--- config.mk ---
export PLATFORM = sky130hd
export DESIGN_NAME = aes_arb
export DESIGN_NICKNAME = d
export VERILOG_FILES = /design/src/rtl/aes_arb_pkg.sv /design/src/rtl/aes_arb_rr_pick.sv /design/src/rtl/aes_arb.sv
export SDC_FILE = /design/constraint.sdc
export NUM_CORES = 1
export LEC_CHECK = 0
export CAP_MARGIN = 20
export CORE_MARGIN = 4
export CORE_UTILIZATION = 45
export CTS_CLUSTER_DIAMETER = 50
export DETAILED_ROUTE_END_ITERATION = 8
export GPL_TIMING_DRIVEN = 0
export PLACE_DENSITY = 0.83
export SLEW_MARGIN = 10
export SYNTH_ARGS = -nofsm -noshare
export SYNTH_HDL_FRONTEND = slang
export SYNTH_SLANG_ARGS = --single-unit
--- constraint.sdc ---
create_clock -name clk -period 5.7 [get_ports clk]
set_clock_uncertainty 0.2 [all_clocks]
set_input_delay 0.855 -clock clk [delete_from_list [all_inputs] [get_ports clk]]
set_output_delay 0.855 -clock clk [all_outputs]
set_load 0.05 [all_outputs]
--- src/rtl/aes_arb_pkg.sv ---
// aes_arb_pkg: shared FSM state type and default sizing for the CCU arbiter
package aes_arb_pkg;
  typedef enum logic [2:0] {IDLE, ACK, RUN, DONE, ABORT} state_t;
  localparam int NUM_CH_DEF  = 4;
  localparam int TIMEOUT_DEF = 1024;
endpackage

--- src/rtl/aes_arb_rr_pick.sv ---
// rr_pick: combinational rotate-priority picker; req/ptr in, valid/idx of first requester at or after ptr out
module rr_pick #(
  parameter int N = 4
) (
  input  logic [N-1:0]         req,
  input  logic [$clog2(N)-1:0] ptr,
  output logic                 valid,
  output logic [$clog2(N)-1:0] idx
);
  localparam int IW = $clog2(N);
  logic [IW-1:0] k;
  always_comb begin
    valid = |req;
    idx = '0;
    k = '0;
    for (int i = N - 1; i >= 0; i--) begin
      k = IW'((int'(ptr) + i) % N);
      if (req[k]) idx = k;
    end
  end
endmodule

--- src/rtl/aes_arb.sv ---
// aes_arb: round-robin arbiter sharing one CCU among NUM_CH channels (ports: clk, rst, ch_req/ch_e_or_d in, ch_grant/ch_done/ch_err out, eng_enable/eng_e_or_d out, eng_ready in, owner out; optional watchdog via AES_ARB_WATCHDOG_EN)
module aes_arb
  import aes_arb_pkg::*;
#(
  parameter int NUM_CH         = NUM_CH_DEF,
  parameter int TIMEOUT_CYCLES = TIMEOUT_DEF
) (
  input  logic                      clk,
  input  logic                      rst,
  input  logic [NUM_CH-1:0]         ch_req,
  input  logic [NUM_CH-1:0]         ch_e_or_d,
  output logic [NUM_CH-1:0]         ch_grant,
  output logic [NUM_CH-1:0]         ch_done,
  output logic [NUM_CH-1:0]         ch_err,
  output logic                      eng_enable,
  output logic                      eng_e_or_d,
  input  logic                      eng_ready,
  output logic [$clog2(NUM_CH)-1:0] owner
);
  localparam int IW = $clog2(NUM_CH);
  if (NUM_CH < 2 || NUM_CH > 8 || TIMEOUT_CYCLES < 2) begin : g_bad_cfg
    $error("aes_arb: unsupported NUM_CH or TIMEOUT_CYCLES");
  end
  state_t state, state_nxt;
  logic [IW-1:0] rr_ptr, pick_idx;
  logic pick_valid, mask_v, active;
  logic [NUM_CH-1:0] owner_oh, req_eff;
  assign owner_oh = NUM_CH'(1) << owner;
  assign active = state == ACK || state == RUN;
  // the channel that just finished sits out one IDLE cycle so it can drop its request
  assign req_eff = mask_v ? ch_req & ~owner_oh : ch_req;
  rr_pick #(.N(NUM_CH)) u_pick (
    .req  (req_eff),
    .ptr  (rr_ptr),
    .valid(pick_valid),
    .idx  (pick_idx)
  );
`ifdef AES_ARB_WATCHDOG_EN
  localparam int CW = $clog2(TIMEOUT_CYCLES);
  logic [CW-1:0] wd_cnt;
  logic wd_hit;
  always_ff @(posedge clk or posedge rst)
    if (rst) wd_cnt <= '0;
    else wd_cnt <= active ? wd_cnt + 1'b1 : '0;
  assign wd_hit = wd_cnt == CW'(TIMEOUT_CYCLES - 1);
`endif
  always_ff @(posedge clk or posedge rst)
    if (rst) state <= IDLE;
    else state <= state_nxt;
  always_comb begin
    state_nxt = IDLE;
    case (state)
      IDLE:    state_nxt = pick_valid ? ACK : IDLE;
      ACK:     state_nxt = eng_ready ? ACK : RUN;
      RUN:     state_nxt = eng_ready ? DONE : RUN;
      default: state_nxt = IDLE;
    endcase
`ifdef AES_ARB_WATCHDOG_EN
    if (active && wd_hit) state_nxt = ABORT;
`endif
  end
  always_ff @(posedge clk or posedge rst)
    if (rst) begin
      rr_ptr     <= '0;
      owner      <= '0;
      mask_v     <= 1'b0;
      eng_e_or_d <= 1'b0;
    end else begin
      mask_v <= state == DONE || state == ABORT;
      if (state == IDLE && pick_valid) begin
        owner      <= pick_idx;
        eng_e_or_d <= ch_e_or_d[pick_idx];
      end
      if (state == DONE || state == ABORT) rr_ptr <= owner == IW'(NUM_CH - 1) ? '0 : owner + 1'b1;
    end
  always_comb begin
    eng_enable = active;
    ch_grant = active ? owner_oh : '0;
    ch_done = state == DONE ? owner_oh : '0;
`ifdef AES_ARB_WATCHDOG_EN
    ch_err = state == ABORT ? owner_oh : '0;
`else
    ch_err = '0;
`endif
  end
endmodule
==> metrics.md <==
| Metric | Value |
|---|---|
| CTS tree | `done` |
| Gr ovfl total | `0` |
| Worst rel slew slack | `65.7%` |
| CTS sink count | `8` |
| Worst VDD drop | `406 µV` |
| Total power density per cell area | `548 nW/µm²` |
| Post-synthesis instance area | `663 µm²` |
| Critical path capture point type | `output port` |
| Lkg Pwr | `0.436 nW` |
| Final setup violation count | `0` |
| Share of layout cells above drive strength 1 | `13.5%` |
| Core ar. | `1350 µm²` |
| CTS HTree Levels | `1` |
| # nets final | `117` |
| GRT Total Usage | `14.9%` |
| N_diodes | `0` |
| Clock slew at reported path FFs | `0.05 ns` |
| Largest net degree at the start of global routing | `10` |
| Syn avg cell area | `9.75 µm²` |
| Worst Max-Slew Pin Slew | `0.513 ns` |
| Final Hold Vio Count | `0` |
| # rows | `13` |
| Fin crit period | `3.03 ns` |
| Clock buffer depth | `2` |
| Min-Delay Path Class | `register to register` |
| Most common cell after layout, fill and taps aside | `clkdlybuf4s50_1` |
| Root buffer cell | `clkbuf_4` |
| Crit path arrival time | `1.97 ns` |
| TritonCTS Buffers | `3` |
| Syn Inst Count | `68` |
| DRT antenna net count | `0` |
| Yosys warning count | `0` |
| TNS Setup | `0 ns` |
| Yosys reg bits | `8` |
| First-pass GRT wire length | `2340 µm` |
| GP Congestion | `0.706` |
| Critical-path maximum fanout | `5` |
| Critical path type | `register to output port` |
| Vias in the first global route | `554` |
| Die span in y | `46.4 µm` |
| RSZ-0062 raised after global routing | `no` |
| PortBufs | `22` |
| Iter 0 DRT Violations | `2` |
| Hold_buf cts | `0` |
| Final HPWL DP | `1210 µm` |
| Seq/Total Area, Yosys | `30.2%` |
| Wirelength per Cell | `12.5 µm` |
| Non-Filler Instances | `111` |
| Post-CTS sizing | `0` |
| Postcts setup bufs | `0` |
| Initial antenna violation count | `0` |
| Vias per cell | `4.97` |
| Final worst path period share | `53.1%` |
| Fmax | `330 MHz` |
| Dpl cells | `108` |
| Initial DRT Pass Iterations | `4` |
| Worst-Skew Late Latency | `0.24 ns` |
| DRT Wirelength | `1390 µm` |
| DR vias | `552` |
| DRC | `0` |
| Initial core utilization | `49.1%` |
| Worst path required time | `4.64 ns` |
| Crit start category | `register` |
| Die W | `46.4 µm` |
| Area delta synth->final | `41.1%` |
| Most frequent cells in the layout | `22 x clkdlybuf4s50_1, 8 x and2_1, 8 x ha_1, 8 x dfrtp_1` |
| Synth cell types | `23` |
| Die Area | `2150 µm²` |
| Final slew viol count | `0` |
| Max cap viols | `0` |
| Outcome | `finished, final reports clean` |
| Top Ports | `27` |
-- cells by family after synthesis --
| family | Yosys count | share of synthesized area [%] |
|---|---|---|
| and+or+nand+nor | 20 | 15.5 |
| AOI/OAI and AO/OA | 17 | 24.5 |
| buffers and inverters | 10 | 7.92 |
| adders and majority gates | 8 | 15.1 |
| DFF | 8 | 30.2 |
| muxes | 4 | 6.23 |
| other | 1 | 0.565 |
-- state kept, by name, summed over array words and instances, names as in the netlist --
register,cells
rr_ptr,2
owner,2
eng_e_or_d,1
mask_v,1
state,2
-- cell type report --
type	count	area, µm²
sequential	8	200
tap	15	18.8
timing repair buffer	22	220
fill	115	414
inverter	6	22.5
buffer	4	30.0
multi-input combinational	53	422
clock buffer	3	22.5
-- worst paths after layout --
path / start / end / slack (ns) / depth (start not counted)
setup / recovery: state[0]$_DFF_PP0_ / ch_grant[1] / 2.67 / 4
hold / removal: eng_e_or_d$_DFFE_PP0P_ / eng_e_or_d$_DFFE_PP0P_ / 0.28 / 2
setup reg to reg: owner[0]$_DFFE_PP0P_ / eng_e_or_d$_DFFE_PP0P_ / 3.49 / 7
hold reg to reg: eng_e_or_d$_DFFE_PP0P_ / eng_e_or_d$_DFFE_PP0P_ / 0.28 / 2
max in group asynchronous: rst / owner[0]$_DFFE_PP0P_ / 4.42 / 2
min in group asynchronous: rst / state[1]$_DFF_PP0_ / 0.65 / 2
-- worst max-delay path, cell delays in order (launching register included) --
cell             delay, ns
dfrtp_1               0.40
inv_1                 0.08
ha_1                  0.32
and2_1                0.14
clkdlybuf4s50_1       0.79
-- power breakdown --
part / switching [mW] / leakage [nW] / internal (mW) / total [mW]
registers: 0.0327 / 0.0999 / 0.0835 / 0.116
clock network: 0.0166 / 0.0138 / 0.0239 / 0.0405
logic: 0.223 / 0.323 / 0.133 / 0.356
-- per-stage QoR --
stage | hold WS [ns] | area [µm²] | util (%) | power (mW) | setup WS [ns]
3_5_place_dp | 0.280 | 913 | 67.7 | 0.476 | 2.91
4_1_cts | 0.293 | 936 | 69.3 | 0.519 | 2.65
5_1_grt | 0.321 | 936 | 69.3 | 0.553 | 2.56
2_1_floorplan | 0.281 | 674 | - | 0.371 | 3.12
6_report | 0.284 | 936 | 69.3 | 0.513 | 2.67
3_3_place_gp | 0.276 | 913 | 67.7 | 0.468 | 2.94
-- synthesized netlist by cell type --
master / n / area share (%)
mux2_1: 1 / 1.7
or3_1: 1 / 0.94
a21bo_1: 1 / 1.5
buf_4: 4 / 4.5
nor2_1: 3 / 1.7
nand2b_1: 1 / 0.94
and2_1: 8 / 7.5
o32ai_1: 1 / 1.3
dfrtp_1: 8 / 30
mux2i_1: 3 / 4.5
nand2_1: 6 / 3.4
or2_1: 1 / 0.94
a21oi_1: 2 / 1.5
o221ai_2: 2 / 4.5
a211oi_1: 1 / 1.1
inv_1: 6 / 3.4
ha_1: 8 / 15
a21boi_2: 3 / 5.1
conb_1: 1 / 0.57
o21ai_0: 3 / 2.3
o41ai_4: 1 / 4.2
o21ai_1: 1 / 0.75
a21boi_1: 2 / 2.3
-- per-layer routing --
metal,vias to the layer above,routed length [µm],GRT usage [%]
met5,-,0,0
met4,0,0,3.98
met3,0,43,2.34
met2,7,718,27.2
met1,262,625,17.6
li1,283,-,-
No activity file was read; power rests on OpenSTA's default activity.
==> patch, RTL diff (config.mk and constraints unchanged) <==
Encoding of `state_t`: now one-hot (5 bits for 5 states).
--- a/src/rtl/aes_arb_pkg.sv
+++ b/src/rtl/aes_arb_pkg.sv
@@ -1,6 +1,6 @@
 // aes_arb_pkg: shared FSM state type and default sizing for the CCU arbiter
 package aes_arb_pkg;
-  typedef enum logic [2:0] {IDLE, ACK, RUN, DONE, ABORT} state_t;
+  typedef enum logic [4:0] {IDLE = 5'b00001, ACK = 5'b00010, RUN = 5'b00100, DONE = 5'b01000, ABORT = 5'b10000} state_t;
   localparam int NUM_CH_DEF  = 4;
   localparam int TIMEOUT_DEF = 1024;
 endpackage
Behaviour: no difference found for any inputs over 10 cycles, from zero or initial values and one cycle with rst high; not proved beyond that.
==> patch against the original RTL <==
Clock power grew 54%. Total power is 9.2% lower. Synthesized area rose by 15%. Sequential cell count increased by 2. Cell area grew 12%. Worst setup slack got worse by 0.23 ns. Synthesized cell count is 21% higher. Routed wire length rose by 28%. Critical path depth did not move. Largest power group unchanged. Highest routed layer is now met4.
==> patch: results (changes against the original RTL) <==
Worst setup path
  – Minimum setup slack among reg-to-reg paths: 3.62 ns (+0.13 ns)
  – Maximum net fanout on the critical path: 6 (+1)
  – Data arrival time of the worst path: 2.21 ns (+0.24 ns)
  – Depth of the worst register-to-register path: 8 (+1)

Layout
  – Layout net count: 127 (+8.5%)
  – Cell Count, Final, Fillers Out: 127 (+14%)
  – Share of post-route cells with drive strength above 1: 0.153 (+0.0177)
  – Largest regs: state (4), owner (2), rr_ptr (2)

Power and ir drop
  – Max rail drop VDD: 295 uV (-27%)
  – Static Leak: 0.458 nW (+5.0%)

Synth
  – Flip-flop cell with the highest count after synthesis: dfrtp_1
  – Post-Synthesis Mean Instance Area: 9.31 sq um (-4.6%)
  – Most frequent cells after synthesis: dfrtp_1, and2_1, inv_1
  – Share of flip-flops with an asynchronous set or reset: 1.00 (unchanged)
  – Sequential cell area fraction in the yosys report: 0.330 (+0.0276)
  – Synth top area cells: dfrtp_1, and2_1, ha_1

Detailed routing
  – Total vias in the final route: 716 (+30%)
  – Detail-routed net length per standard cell: 14.0 um (+12%)
  – Violation count after the first detailed-routing iteration: 12 (+10)

Clocking
  – Clock-pin transition on the worst setup and hold timing paths: 0.07 ns (+0.02 ns)
  – Clock latency of the later-clocked register in the worst-skew pair: 0.26 ns (+0.02 ns)

Run status
  – Run status: finished clean

Global routing
  – Pin count of the biggest net entering global routing: 11 (+1)
  – GR Layer Usage met1: 0.202 (+0.0257)
  – Met3 Use GR: 0.0367 (+0.0133)
  – GR Layer Usage met2: 0.254 (-0.0175)
  – Wire length of the first global-routing pass: 3100 um (+32%)
  – GRT Resource Usage Total: 0.161 (+0.0124)
  – Via count of the first global-routing pass: 690 (+25%)

Worst hold path
  – Worst Hold Path EP: state[2]
  – Launch instance of the worst min-delay path: state[3]
  – WHS Path Cells: 1 (-1)

Place
  – Dpl cells: 123 (+14%)
  – Post-Place Setup Slack: 2.75 ns (-0.167 ns)
  – HPWL Detailed: 1440 um (+20%)

STA
  – Least-Margin Pin Slew: 0.511 ns (-0.00237 ns)
patch: critical path: stages, from the launching register on:
cell and delay, ns:
dfrtp_1 0.45, xnor2_1 0.19, nor3_2 0.31, and2_1 0.18, clkdlybuf4s50_1 0.80
patch: cell type report:
cell class,instances,area [sq um]
fillers,121,508
multi-input cells,64,467
flip-flops and latches,10,251
repair buffers,22,220
clock buffers,4,36.3
plain buffers,4,30.0
inverters,7,26.3
well taps,16,20.0
patch: logic make-up (layout without fill, tap and decap cells):
family,Yosys count,count (layout),share of synthesized area
DFF,10,10,0.330
AOI/OAI and AO/OA,24,24,0.251
buffers and inverters,11,37,0.0738
xor gates and xnor gates,1,1,0.0115
adders and majority gates,4,4,0.0656
other,1,4,0.00491
and+or+nand+nor,30,30,0.249
muxes,1,1,0.0148
patch: per-layer routing:
layer | wire length, um | part of all wire
met1 | 802 | 0.45
met2 | 837 | 0.47
met3 | 92 | 0.052
met4 | 46 | 0.026
met5 | 0 | 0
patch: per-stage QoR:
step                utilization  area (sq um)  hold WS [ns]
finish                    0.674          1050         0.340
floorplan                     -           774         0.293
global route              0.674          1050         0.379
global placement          0.651          1010         0.324
detailed placement        0.651          1010         0.336
CTS                       0.674          1050         0.349
patch: worst max-delay path by stage:
stage,startpoint,to,slack (ns),cells past startpoint
2_1_floorplan,state[1],ch_grant[0],2.79,3
3_3_place_gp,state[2],ch_grant[3],2.76,4
3_5_place_dp,state[2],ch_grant[0],2.75,4
4_1_cts,state[2],ch_grant[0],2.45,4
5_1_grt,state[2],ch_done[1],2.35,3
6_report,state[2],ch_grant[0],2.44,4
patch: where the power goes:
group,switching [mW],leakage (nW),internal [mW],total (mW)
logic,0.168,0.308,0.102,0.270
clock network,0.0234,0.0210,0.0387,0.0622
registers,0.0345,0.129,0.0988,0.133
total,0.226,0.458,0.240,0.466
